==> config.mk <==
export PLATFORM = sky130hd
export DESIGN_NAME = timing_validity_tracker
export DESIGN_NICKNAME = d
export VERILOG_FILES = /design/src/rtl/timing_validity_tracker_pkg.sv /design/src/rtl/timing_validity_tracker_faw_window.sv /design/src/rtl/timing_validity_tracker.sv
export SDC_FILE = /design/constraint.sdc
export NUM_CORES = 1
export LEC_CHECK = 0
export ABC_AREA = 1
export CORE_MARGIN = 1
export CORE_UTILIZATION = 50
export CTS_CLUSTER_SIZE = 14
export DETAILED_ROUTE_END_ITERATION = 10
export GPL_ROUTABILITY_DRIVEN = 0
export PLACE_DENSITY = 0.83
export SYNTH_ARGS = -nofsm -noshare
export SYNTH_HDL_FRONTEND = slang
export SYNTH_SLANG_ARGS = --single-unit
==> constraint.sdc <==
create_clock -name clk -period 2.1 [get_ports clk]
set_input_delay 0.315 -clock clk [delete_from_list [all_inputs] [get_ports clk]]
set_output_delay 0.315 -clock clk [all_outputs]
set_load 0.02 [all_outputs]
==> src/rtl/timing_validity_tracker_pkg.sv <==
// Shared command codes, timing-class indices and counter helpers for the
// timing validity tracker.
package timing_validity_tracker_pkg;

    localparam logic [2:0] CMD_NOP    = 3'd0;
    localparam logic [2:0] CMD_PRE    = 3'd1;
    localparam logic [2:0] CMD_ACT    = 3'd2;
    localparam logic [2:0] CMD_CASRD  = 3'd3;
    localparam logic [2:0] CMD_CASRDA = 3'd4;
    localparam logic [2:0] CMD_CASWR  = 3'd5;
    localparam logic [2:0] CMD_CASWRA = 3'd6;

    localparam int CLS_PRE   = 0;
    localparam int CLS_ACT   = 1;
    localparam int CLS_CASRD = 2;
    localparam int CLS_CASWR = 3;

    // Helpers work on a wide word; callers cast to their own counter width.
    localparam int HW = 32;

    function automatic logic [HW-1:0] sat_dec(input logic [HW-1:0] v);
        return (v == '0) ? '0 : v - 1'b1;
    endfunction

    function automatic logic [HW-1:0] max2(input logic [HW-1:0] a, input logic [HW-1:0] b);
        return (a > b) ? a : b;
    endfunction

endpackage

==> src/rtl/timing_validity_tracker_faw_window.sv <==
// Per-rank tFAW sliding window: FAW_DEPTH countdown slots, one claimed per ACT.
module timing_validity_tracker_faw_window
    import timing_validity_tracker_pkg::*;
#(
    parameter int FAW_DEPTH  = 4,
    parameter int TIME_WIDTH = 8,
    parameter int LOOKAHEAD  = 1
) (
    input  logic                  clk,
    input  logic                  rst_n,
    input  logic                  act_issue,
    input  logic [TIME_WIDTH-1:0] t_faw,
    output logic                  faw_open,
    output logic                  faw_viol
);

    localparam logic [TIME_WIDTH-1:0] LA = TIME_WIDTH'(LOOKAHEAD);

    logic [FAW_DEPTH-1:0][TIME_WIDTH-1:0] slot;
    logic [FAW_DEPTH-1:0]                 free;
    logic [FAW_DEPTH-1:0]                 grant;
    logic                                 open;

    // A slot at 1 reaches 0 this cycle, so it can be reclaimed now.
    always_comb begin
        open = 1'b0;
        for (int i = 0; i < FAW_DEPTH; i++) begin
            free[i] = (slot[i] <= TIME_WIDTH'(1));
            open    = open | (slot[i] <= LA);
        end
        grant = free & (~free + FAW_DEPTH'(1));
    end

    always_ff @(posedge clk or negedge rst_n) begin
        if (!rst_n) begin
            slot     <= '0;
            faw_viol <= 1'b0;
        end else begin
            for (int i = 0; i < FAW_DEPTH; i++) begin
                if (act_issue && grant[i])
                    slot[i] <= t_faw;
                else
                    slot[i] <= TIME_WIDTH'(sat_dec(HW'(slot[i])));
            end
            if (act_issue && (free == '0))
                faw_viol <= 1'b1;
        end
    end

    assign faw_open = open;

endmodule

==> src/rtl/timing_validity_tracker.sv <==
// Per-bank timing countdown counters plus per-rank tFAW windows, producing a
// timing-valid flag for each bank's candidate command.
module timing_validity_tracker
    import timing_validity_tracker_pkg::*;
#(
    parameter int NUM_BNK_TOT    = 8,
    parameter int NUM_RNK_TOT    = 1,
    parameter int CMD_TYPE_WIDTH = 3,
    parameter int PTTRN_WIDTH    = 4,
    parameter int TIME_WIDTH     = 8,
    parameter int NUM_CLS        = 4,
    parameter int FAW_DEPTH      = 4,
    parameter int LOOKAHEAD      = 1,
    parameter int CAS_EN         = 1
) (
    input  logic                                                 clk,
    input  logic                                                 rst_n,
    input  logic [NUM_BNK_TOT-1:0][CMD_TYPE_WIDTH-1:0]           cand_cmd,
    input  logic [PTTRN_WIDTH-1:0]                               pattern,
    input  logic [NUM_BNK_TOT-1:0][NUM_CLS-1:0]                  ld_en,
    input  logic [NUM_BNK_TOT-1:0][NUM_CLS-1:0][TIME_WIDTH-1:0]  ld_val,
    input  logic [NUM_RNK_TOT-1:0]                               act_issue,
    input  logic [TIME_WIDTH-1:0]                                t_faw,
    output logic [NUM_BNK_TOT-1:0]                               tv_f,
    output logic [NUM_RNK_TOT-1:0]                               faw_open,
    output logic [NUM_RNK_TOT-1:0]                               faw_viol
);

    localparam int                    BPR    = NUM_BNK_TOT / NUM_RNK_TOT;
    localparam logic [TIME_WIDTH-1:0] LA     = TIME_WIDTH'(LOOKAHEAD);
    localparam bit                    CAS_ON = (CAS_EN != 0);

    logic [NUM_BNK_TOT-1:0][NUM_CLS-1:0][TIME_WIDTH-1:0] cnt;
    logic [NUM_BNK_TOT-1:0][NUM_CLS-1:0]                 cls_ok;
    logic                                                unused_pat;

    assign unused_pat = pattern[0];

    for (genvar r = 0; r < NUM_RNK_TOT; r++) begin : g_rnk
        timing_validity_tracker_faw_window #(
            .FAW_DEPTH (FAW_DEPTH),
            .TIME_WIDTH(TIME_WIDTH),
            .LOOKAHEAD (LOOKAHEAD)
        ) u_faw (
            .clk      (clk),
            .rst_n    (rst_n),
            .act_issue(act_issue[r]),
            .t_faw    (t_faw),
            .faw_open (faw_open[r]),
            .faw_viol (faw_viol[r])
        );
    end

    for (genvar b = 0; b < NUM_BNK_TOT; b++) begin : g_bnk
        for (genvar c = 0; c < NUM_CLS; c++) begin : g_cls
            if (!CAS_ON && (c == CLS_CASRD || c == CLS_CASWR)) begin : g_off
                assign cnt[b][c] = '0;
            end else begin : g_on
                logic [TIME_WIDTH-1:0] q;
                // Max-merge: a shorter new constraint never cuts an older one short.
                always_ff @(posedge clk or negedge rst_n) begin
                    if (!rst_n)
                        q <= '0;
                    else if (ld_en[b][c])
                        q <= TIME_WIDTH'(max2(HW'(ld_val[b][c]), sat_dec(HW'(q))));
                    else
                        q <= TIME_WIDTH'(sat_dec(HW'(q)));
                end
                assign cnt[b][c] = q;
            end
            assign cls_ok[b][c] = (cnt[b][c] <= LA);
        end

        logic v;
        always_comb begin
            v = 1'b0;
            case (cand_cmd[b])
                CMD_TYPE_WIDTH'(CMD_PRE):    v = cls_ok[b][CLS_PRE];
                CMD_TYPE_WIDTH'(CMD_ACT):    v = cls_ok[b][CLS_ACT] && faw_open[b / BPR] && !pattern[1];
                CMD_TYPE_WIDTH'(CMD_CASRD),
                CMD_TYPE_WIDTH'(CMD_CASRDA): v = CAS_ON && cls_ok[b][CLS_CASRD] && !pattern[2];
                CMD_TYPE_WIDTH'(CMD_CASWR),
                CMD_TYPE_WIDTH'(CMD_CASWRA): v = CAS_ON && cls_ok[b][CLS_CASWR] && !pattern[3];
                default:                     v = 1'b0;
            endcase
        end
        assign tv_f[b] = v;
    end

endmodule

==> impl_metrics.prom, run 1 <==
# TYPE chip_impl_metric gauge
chip_impl_info{name="primary_flip_flop_cell_chosen_by_synthesis_mapping",value="sky130_fd_sc_hd__dfrtp_1"} 1
chip_impl_metric{name="synth-adder-area-share",unit="%"} 16.4
chip_impl_metric{name="syn_avg_cell_area",unit="sq um"} 6.69
chip_impl_metric{name="yosys.area_share.xor_xnor",unit="%"} 3.06
chip_impl_metric{name="synthDistinctLibCells",unit=""} 45
chip_impl_metric{name="initial_utilization",unit="%"} 50.5
chip_impl_metric{name="die_height",unit="um"} 238
chip_impl_info{name="worst_endpoint_kind",value="primary output"} 1
chip_impl_info{name="run.stop_error",value="[ERROR GRT-0232] Routing congestion too high. Check the congestion heatmap in the GUI."} 1
chip_impl_metric{name="synth_fp_nets",unit=""} 4842
chip_impl_metric{name="synth-edff-count",unit=""} 0
chip_impl_metric{name="clkSinkCount",unit=""} 289
chip_impl_info{name="worst_endpoint_after_grt_repair",value="tv_f[7]"} 1
chip_impl_info{name="largest_family_of_logic_cells_by_synthesized_area",value="simple AND/OR/NAND/NOR gates"} 1
chip_impl_metric{name="synth_simple_gate_area_share",unit="%"} 38.8
chip_impl_metric{name="global_route.overflow_total",unit=""} 48
chip_impl_metric{name="yosys-mux-area-fraction",unit="%"} 0
chip_impl_metric{name="groute.usage.overall",unit="%"} 68.5
chip_impl_metric{name="maximum_number_of_pins_on_one_net_before_global_route_repair",unit=""} 63
chip_impl_metric{name="syn-instance-count",unit=""} 4151
chip_impl_info{name="outcome",value="stopped before the end"} 1
chip_impl_metric{name="cts_buffers",unit=""} 37
chip_impl_metric{name="count_of_state_elements_after_synthesis",unit=""} 289
chip_impl_metric{name="syn_area",unit="sq um"} 27800
chip_impl_metric{name="top_level_ports",unit=""} 337
chip_impl_metric{name="place_ws",unit="ns"} -0.440
chip_impl_metric{name="synth_seq_area_share",unit="%"} 26.0
chip_impl_info{name="failed_stage",value="global routing"} 1
chip_impl_metric{name="place_hpwl",unit="mm"} 62.9
chip_impl_metric{name="htree_num_levels",unit=""} 2
chip_impl_info{name="cts.root.buffer_cell",value="sky130_fd_sc_hd__clkbuf_16"} 1
chip_impl_metric{name="row_count",unit=""} 86
chip_impl_metric{name="synth_compound_gate_area_share",unit="%"} 6.41
chip_impl_metric{name="die_x",unit="um"} 238
chip_impl_metric{name="clock_path_buffers",unit=""} 3
chip_impl_metric{name="placedCellCount",unit=""} 5724
chip_impl_metric{name="asyncSetResetFlopFracSynth",unit="%"} 100
chip_impl_metric{name="numPortBuffers",unit=""} 335
chip_impl_metric{name="ys_warn_count",unit=""} 0
-- metal layers --
| metal | GRT overflow | GRT usage [%] |
|---|---|---|
| met2 | 17 | 89.1 |
| met5 | 0 | 24.8 |
| met3 | 7 | 53.0 |
| met4 | 24 | 70.7 |
| met1 | 0 | 64.1 |
-- what timing repair did --
action / in CTS
pin swaps: 441
hold buffers: 1
endpoints found under the hold margin: 65
cloned: 7
endpoints found under the setup margin: 265
buffers inserted: 128
gates resized for setup: 845
-- cell usage after synthesis (3+ instances only) --
cell	n	area (sq um)
sky130_fd_sc_hd__nand2_1	1235	4640
sky130_fd_sc_hd__nor2_4	31	349
sky130_fd_sc_hd__nand2_4	16	180
sky130_fd_sc_hd__o211ai_1	4	30.0
sky130_fd_sc_hd__nor2_2	54	338
sky130_fd_sc_hd__nand2_2	28	175
sky130_fd_sc_hd__nor2_1	523	1960
sky130_fd_sc_hd__o21bai_1	34	255
sky130_fd_sc_hd__buf_4	8	60.1
sky130_fd_sc_hd__dfrtp_1	289	7230
sky130_fd_sc_hd__o21ai_2	11	96.3
sky130_fd_sc_hd__nand4_2	4	50.1
sky130_fd_sc_hd__inv_1	646	2420
sky130_fd_sc_hd__nor3b_1	3	22.5
sky130_fd_sc_hd__nand3_2	12	120
sky130_fd_sc_hd__or2_1	3	18.8
sky130_fd_sc_hd__a21oi_1	148	741
sky130_fd_sc_hd__nand3_1	426	2130
sky130_fd_sc_hd__or2_2	12	75.1
sky130_fd_sc_hd__xnor2_1	30	263
sky130_fd_sc_hd__o22ai_1	6	37.5
sky130_fd_sc_hd__a21oi_4	10	163
sky130_fd_sc_hd__nor3_2	13	130
sky130_fd_sc_hd__nand4_1	37	231
sky130_fd_sc_hd__nand3b_1	5	37.5
sky130_fd_sc_hd__nand3_4	4	70.1
sky130_fd_sc_hd__xor2_1	67	587
sky130_fd_sc_hd__nor3_1	24	120
sky130_fd_sc_hd__ha_1	364	4550
sky130_fd_sc_hd__o21ai_0	36	180
sky130_fd_sc_hd__inv_2	19	71.3
sky130_fd_sc_hd__nor3_4	4	65.1
sky130_fd_sc_hd__o21a_1	33	248
-- logic make-up after synthesis --
family                   count (synthesis)
AO/OA/AOI/OAI                          286
buffers and inverters                  677
XOR/XNOR                                97
adder cells (fa/ha/maj)                364
AND/OR/NAND/NOR                       2438
flip-flops                             289
-- through the flow --
step,instance area (sq um),utilization (%)
after CTS,41600,75.7
after detailed placement,36400,66.2
after global placement,36400,66.2
after floorplan,28200,-
==> inputs of run 2 (changes only) <==
--- a/config.mk
+++ b/config.mk
@@ -7,11 +7,10 @@
 export LEC_CHECK = 0
 export ABC_AREA = 1
 export CORE_MARGIN = 1
-export CORE_UTILIZATION = 50
-export CTS_CLUSTER_SIZE = 14
+export CORE_UTILIZATION = 35
 export DETAILED_ROUTE_END_ITERATION = 10
 export GPL_ROUTABILITY_DRIVEN = 0
-export PLACE_DENSITY = 0.83
+export PLACE_DENSITY_LB_ADDON = 0.15
 export SYNTH_ARGS = -nofsm -noshare
 export SYNTH_HDL_FRONTEND = slang
 export SYNTH_SLANG_ARGS = --single-unit
==> constraint.sdc (replaced) <==
create_clock -name clk -period 2.73 [get_ports clk]
set_input_delay 0.4095 -clock clk [delete_from_list [all_inputs] [get_ports clk]]
set_output_delay 0.4095 -clock clk [all_outputs]
set_load 0.02 [all_outputs]
==> run 2 against run 1 <==
  * Synthesized cell count unchanged
  * The flow now finishes, with violations (negative setup slack)
  * Synthesized area unchanged
==> impl_metrics.prom, run 2 <==
# TYPE chip_impl_metric gauge
chip_impl_metric{name="die_x",unit="um"} 284
chip_impl_metric{name="fin_worst_skew",unit="ns"} 0.0231
chip_impl_metric{name="numPortBuffers",unit=""} 335
chip_impl_metric{name="ys_warn_count",unit=""} 0
chip_impl_metric{name="layout.nets",unit=""} 5311
chip_impl_info{name="yosysTopAreaCell",value="sky130_fd_sc_hd__dfrtp_1"} 1
chip_impl_metric{name="groute.usage.overall",unit="%"} 18.6
chip_impl_metric{name="wire_per_inst",unit="um"} 13.1
chip_impl_metric{name="die_height",unit="um"} 284
chip_impl_metric{name="max_cap_viol_count",unit=""} 0
chip_impl_metric{name="number_of_antenna_violations_at_the_first_check_in_global_routing",unit=""} 29
chip_impl_metric{name="drtPass1Iterations",unit=""} 5
chip_impl_metric{name="largest_register_ffs",unit=""} 256
chip_impl_info{name="failed_checks",value="negative setup slack"} 1
chip_impl_metric{name="synthDistinctLibCells",unit=""} 45
chip_impl_metric{name="maximum_number_of_pins_on_one_net_before_global_route_repair",unit=""} 59
chip_impl_metric{name="tightestPinTransition",unit="ns"} 0.592
chip_impl_metric{name="achievable_frequency",unit="GHz"} 0.363
chip_impl_metric{name="grt_first_pass_wirelength",unit="mm"} 124
chip_impl_metric{name="syn_avg_cell_area",unit="sq um"} 6.69
chip_impl_info{name="timing.critical_path.cells",value="inv_2 -> ha_2 -> or2_1 -> nand2_2 -> nor2_4 -> nor2_4 -> buf_12 -> nand2_8 -> buf_6 -> nand2_4 -> nand3_4 -> buf_6"} 1
chip_impl_info{name="most-common-layout-cells",value="sky130_fd_sc_hd__nand2_1 (1,213), sky130_fd_sc_hd__inv_1 (639), sky130_fd_sc_hd__nor2_1 (511)"} 1
chip_impl_info{name="synthTopCellsByCount",value="sky130_fd_sc_hd__nand2_1 (1,235), sky130_fd_sc_hd__inv_1 (646), sky130_fd_sc_hd__nor2_1 (523), sky130_fd_sc_hd__nand3_1 (426), sky130_fd_sc_hd__ha_1 (364)"} 1
chip_impl_info{name="worstSetupStartpointType",value="register"} 1
chip_impl_metric{name="die-area",unit="sq um"} 80500
chip_impl_info{name="setup.worst_path.class",value="reg -> out"} 1
chip_impl_info{name="critical_path.endpoint_type",value="output port"} 1
chip_impl_metric{name="vias_per_cell",unit=""} 4.54
chip_impl_metric{name="count_of_state_elements_after_synthesis",unit=""} 289
chip_impl_metric{name="finalCriticalPeriod",unit="ns"} 2.75
chip_impl_metric{name="finalHoldViolations",unit=""} 0
chip_impl_metric{name="initial_utilization",unit="%"} 35.6
chip_impl_metric{name="post_layout_nonfiller_instances",unit=""} 5698
chip_impl_metric{name="clock_path_buffers",unit=""} 3
chip_impl_info{name="unrepaired_setup_endpoints_after_global_routing",value="true"} 1
chip_impl_metric{name="place_hpwl",unit="mm"} 62.0
chip_impl_info{name="cts.root.buffer_cell",value="sky130_fd_sc_hd__clkbuf_16"} 1
chip_impl_metric{name="max-vdd-ir-drop",unit="mV"} 0.445
chip_impl_metric{name="cp_slowest_stage_delay",unit="ns"} 0.36
chip_impl_info{name="synth_area_leaders",value="sky130_fd_sc_hd__dfrtp_1 (26%), sky130_fd_sc_hd__nand2_1 (17%), sky130_fd_sc_hd__ha_1 (16%)"} 1
chip_impl_metric{name="timing.final.crit_share",unit="%"} 101
chip_impl_metric{name="antenna_violating_nets_post_route",unit=""} 0
chip_impl_info{name="cts_tree",value="done"} 1
chip_impl_metric{name="power.static_leakage",unit="nW"} 18.7
chip_impl_metric{name="slew-limit-headroom",unit="%"} 60.5
chip_impl_info{name="primary_flip_flop_cell_chosen_by_synthesis_mapping",value="sky130_fd_sc_hd__dfrtp_1"} 1
chip_impl_metric{name="synth_seq_area_share",unit="%"} 26.0
chip_impl_info{name="yosys.cell_count.top_type",value="sky130_fd_sc_hd__nand2_1"} 1
chip_impl_metric{name="crit_buf_inv",unit=""} 4
chip_impl_metric{name="routed-via-count",unit=""} 25900
chip_impl_metric{name="area.growth.synth_to_final",unit="%"} 25.7
chip_impl_metric{name="asyncSetResetFlopFracSynth",unit="%"} 100
chip_impl_metric{name="worst_ep_arrival_time",unit="ns"} 2.34
chip_impl_info{name="hold_path_class",value="in -> async"} 1
chip_impl_metric{name="setup_viol_count_final",unit=""} 1
chip_impl_metric{name="place_ws",unit="ns"} 0.0226
chip_impl_metric{name="global_route.overflow_total",unit=""} 0
chip_impl_metric{name="total_power",unit="mW"} 39.6
chip_impl_metric{name="holdWs",unit="ns"} 0.384
chip_impl_metric{name="top_level_ports",unit=""} 337
chip_impl_metric{name="row_count",unit=""} 102
chip_impl_metric{name="grt_pass1_vias",unit=""} 25200
chip_impl_metric{name="synth-edff-count",unit=""} 0
chip_impl_info{name="outcome",value="finished with violations"} 1
chip_impl_metric{name="finalWorstSetupSlack",unit="ns"} -0.0215
chip_impl_metric{name="syn-instance-count",unit=""} 4151
chip_impl_metric{name="core_ar",unit="sq um"} 78000
chip_impl_metric{name="path_max_fanout",unit=""} 6
chip_impl_metric{name="clkSinkCount",unit=""} 289
chip_impl_metric{name="worst_skew_pair.late_latency",unit="ns"} 0.57
chip_impl_metric{name="cts_buffers",unit=""} 42
chip_impl_info{name="max_flop_register",value="g_bnk.g_cls.g_on.q"} 1
chip_impl_metric{name="placedCellCount",unit=""} 5586
chip_impl_metric{name="maxSlewViolCount",unit=""} 0
chip_impl_metric{name="synth_fp_nets",unit=""} 4842
chip_impl_metric{name="drc_violation_total_after_the_first_tritonroute_iteration",unit=""} 999
chip_impl_metric{name="htree_num_levels",unit=""} 2
chip_impl_metric{name="required_time_worst_endpoint",unit="ns"} 2.32
chip_impl_metric{name="powerDensity",unit="nW/um^2"} 1130
chip_impl_info{name="regs_by_ff_count",value="g_bnk.g_cls.g_on.q x256, g_rnk.u_faw.slot x32, g_rnk.u_faw.faw_viol x1"} 1
chip_impl_metric{name="yosys.area.top_type_share",unit="%"} 26.0
chip_impl_metric{name="clk_pin_slew_worst_paths",unit="ns"} 0.06
chip_impl_info{name="slowest_stage",value="sky130_fd_sc_hd__dfrtp_1"} 1
chip_impl_metric{name="drive_gt1_share",unit="%"} 9.80
chip_impl_metric{name="syn_area",unit="sq um"} 27800
chip_impl_info{name="final_common_cell",value="sky130_fd_sc_hd__nand2_1"} 1
chip_impl_metric{name="drt_drc_violations_left",unit=""} 0
chip_impl_metric{name="drt-total-wl",unit="mm"} 74.4
chip_impl_info{name="critPathTopFamily",value="simple AND/OR/NAND/NOR gates"} 1
## run 2: cell counts after synthesis
Identical to the previous run, type by type.
## run 2: timing repair
item                                    4_1_cts  5_1_grt
cloned                                        1        0
pin swaps                                     6       16
gates resized for setup                      46       71
hold buffers                                  1        0
setup buffers                                 7       21
hold endpoints to repair                     49        0
endpoints found under the setup margin        9      190
## run 2: cells by family after synthesis
kind of cell	after synthesis	share of synthesized area, %
buffers and inverters	677	9.33
xor gates and xnor gates	97	3.06
adders and majority gates	364	16.4
DFF	289	26.0
and+or+nand+nor	2438	38.8
AOI/OAI and AO/OA	286	6.41
## run 2: area by class of cell
cell class                 count  area [sq um]
sequential                   289          7230
inverter                     666          2500
clock buffer                  55          1170
timing repair buffer         435          4190
fill                        8127         43100
antenna                        6          15.0
multi-input combinational   3186         18200
clock inverter                21           292
tap                         1040          1300
## run 2: where the power goes
group | leakage, nW | internal, mW | switching [mW]
clock | 0.729 | 3.67 | 2.10
sequential | 3.50 | 6.58 | 1.86
combinational | 14.5 | 9.93 | 15.4
## run 2: path summary, 6_finish.rpt
| check | startpoint | end | slack [ns] | cells after the start |
|---|---|---|---|---|
| max in group asynchronous | rst_n | g_rnk[0].u_faw.slot[21] | 1.50 | 3 |
| worst max register to register | g_bnk[2].g_cls[0].g_on.q[0] | g_bnk[2].g_cls[0].g_on.q[3] | 0.23 | 15 |
| min in group clk | t_faw[7] | g_rnk[0].u_faw.slot[31] | 0.43 | 3 |
| worst min register to register | g_rnk[0].u_faw.slot[0] | g_rnk[0].u_faw.slot[0] | 0.51 | 1 |
| worst max-delay path | g_rnk[0].u_faw.slot[17] | tv_f[5] | -0.02 | 12 |
| worst min-delay path | rst_n | g_bnk[5].g_cls[2].g_on.q[7] | 0.38 | 2 |
## run 2: layer usage
metal,wire [um],global-route usage (%)
met1,34700,24.0
met2,34400,31.4
met4,1340,4.50
met3,3710,4.16
met5,287,0
## run 2: metrics by stage
| stage | cell area (sq um) | TNS [ns] | util, % |
|---|---|---|---|
| floorplan | 27800 | 0 | - |
| global placement | 32900 | 0 | 42.2 |
| detailed placement | 32900 | 0 | 42.2 |
| CTS | 34500 | -0.104 | 44.2 |
| global route | 34900 | -0.397 | 44.8 |
| finish | 34900 | -0.0215 | 44.8 |
No activity file was read; power rests on OpenSTA's default activity.
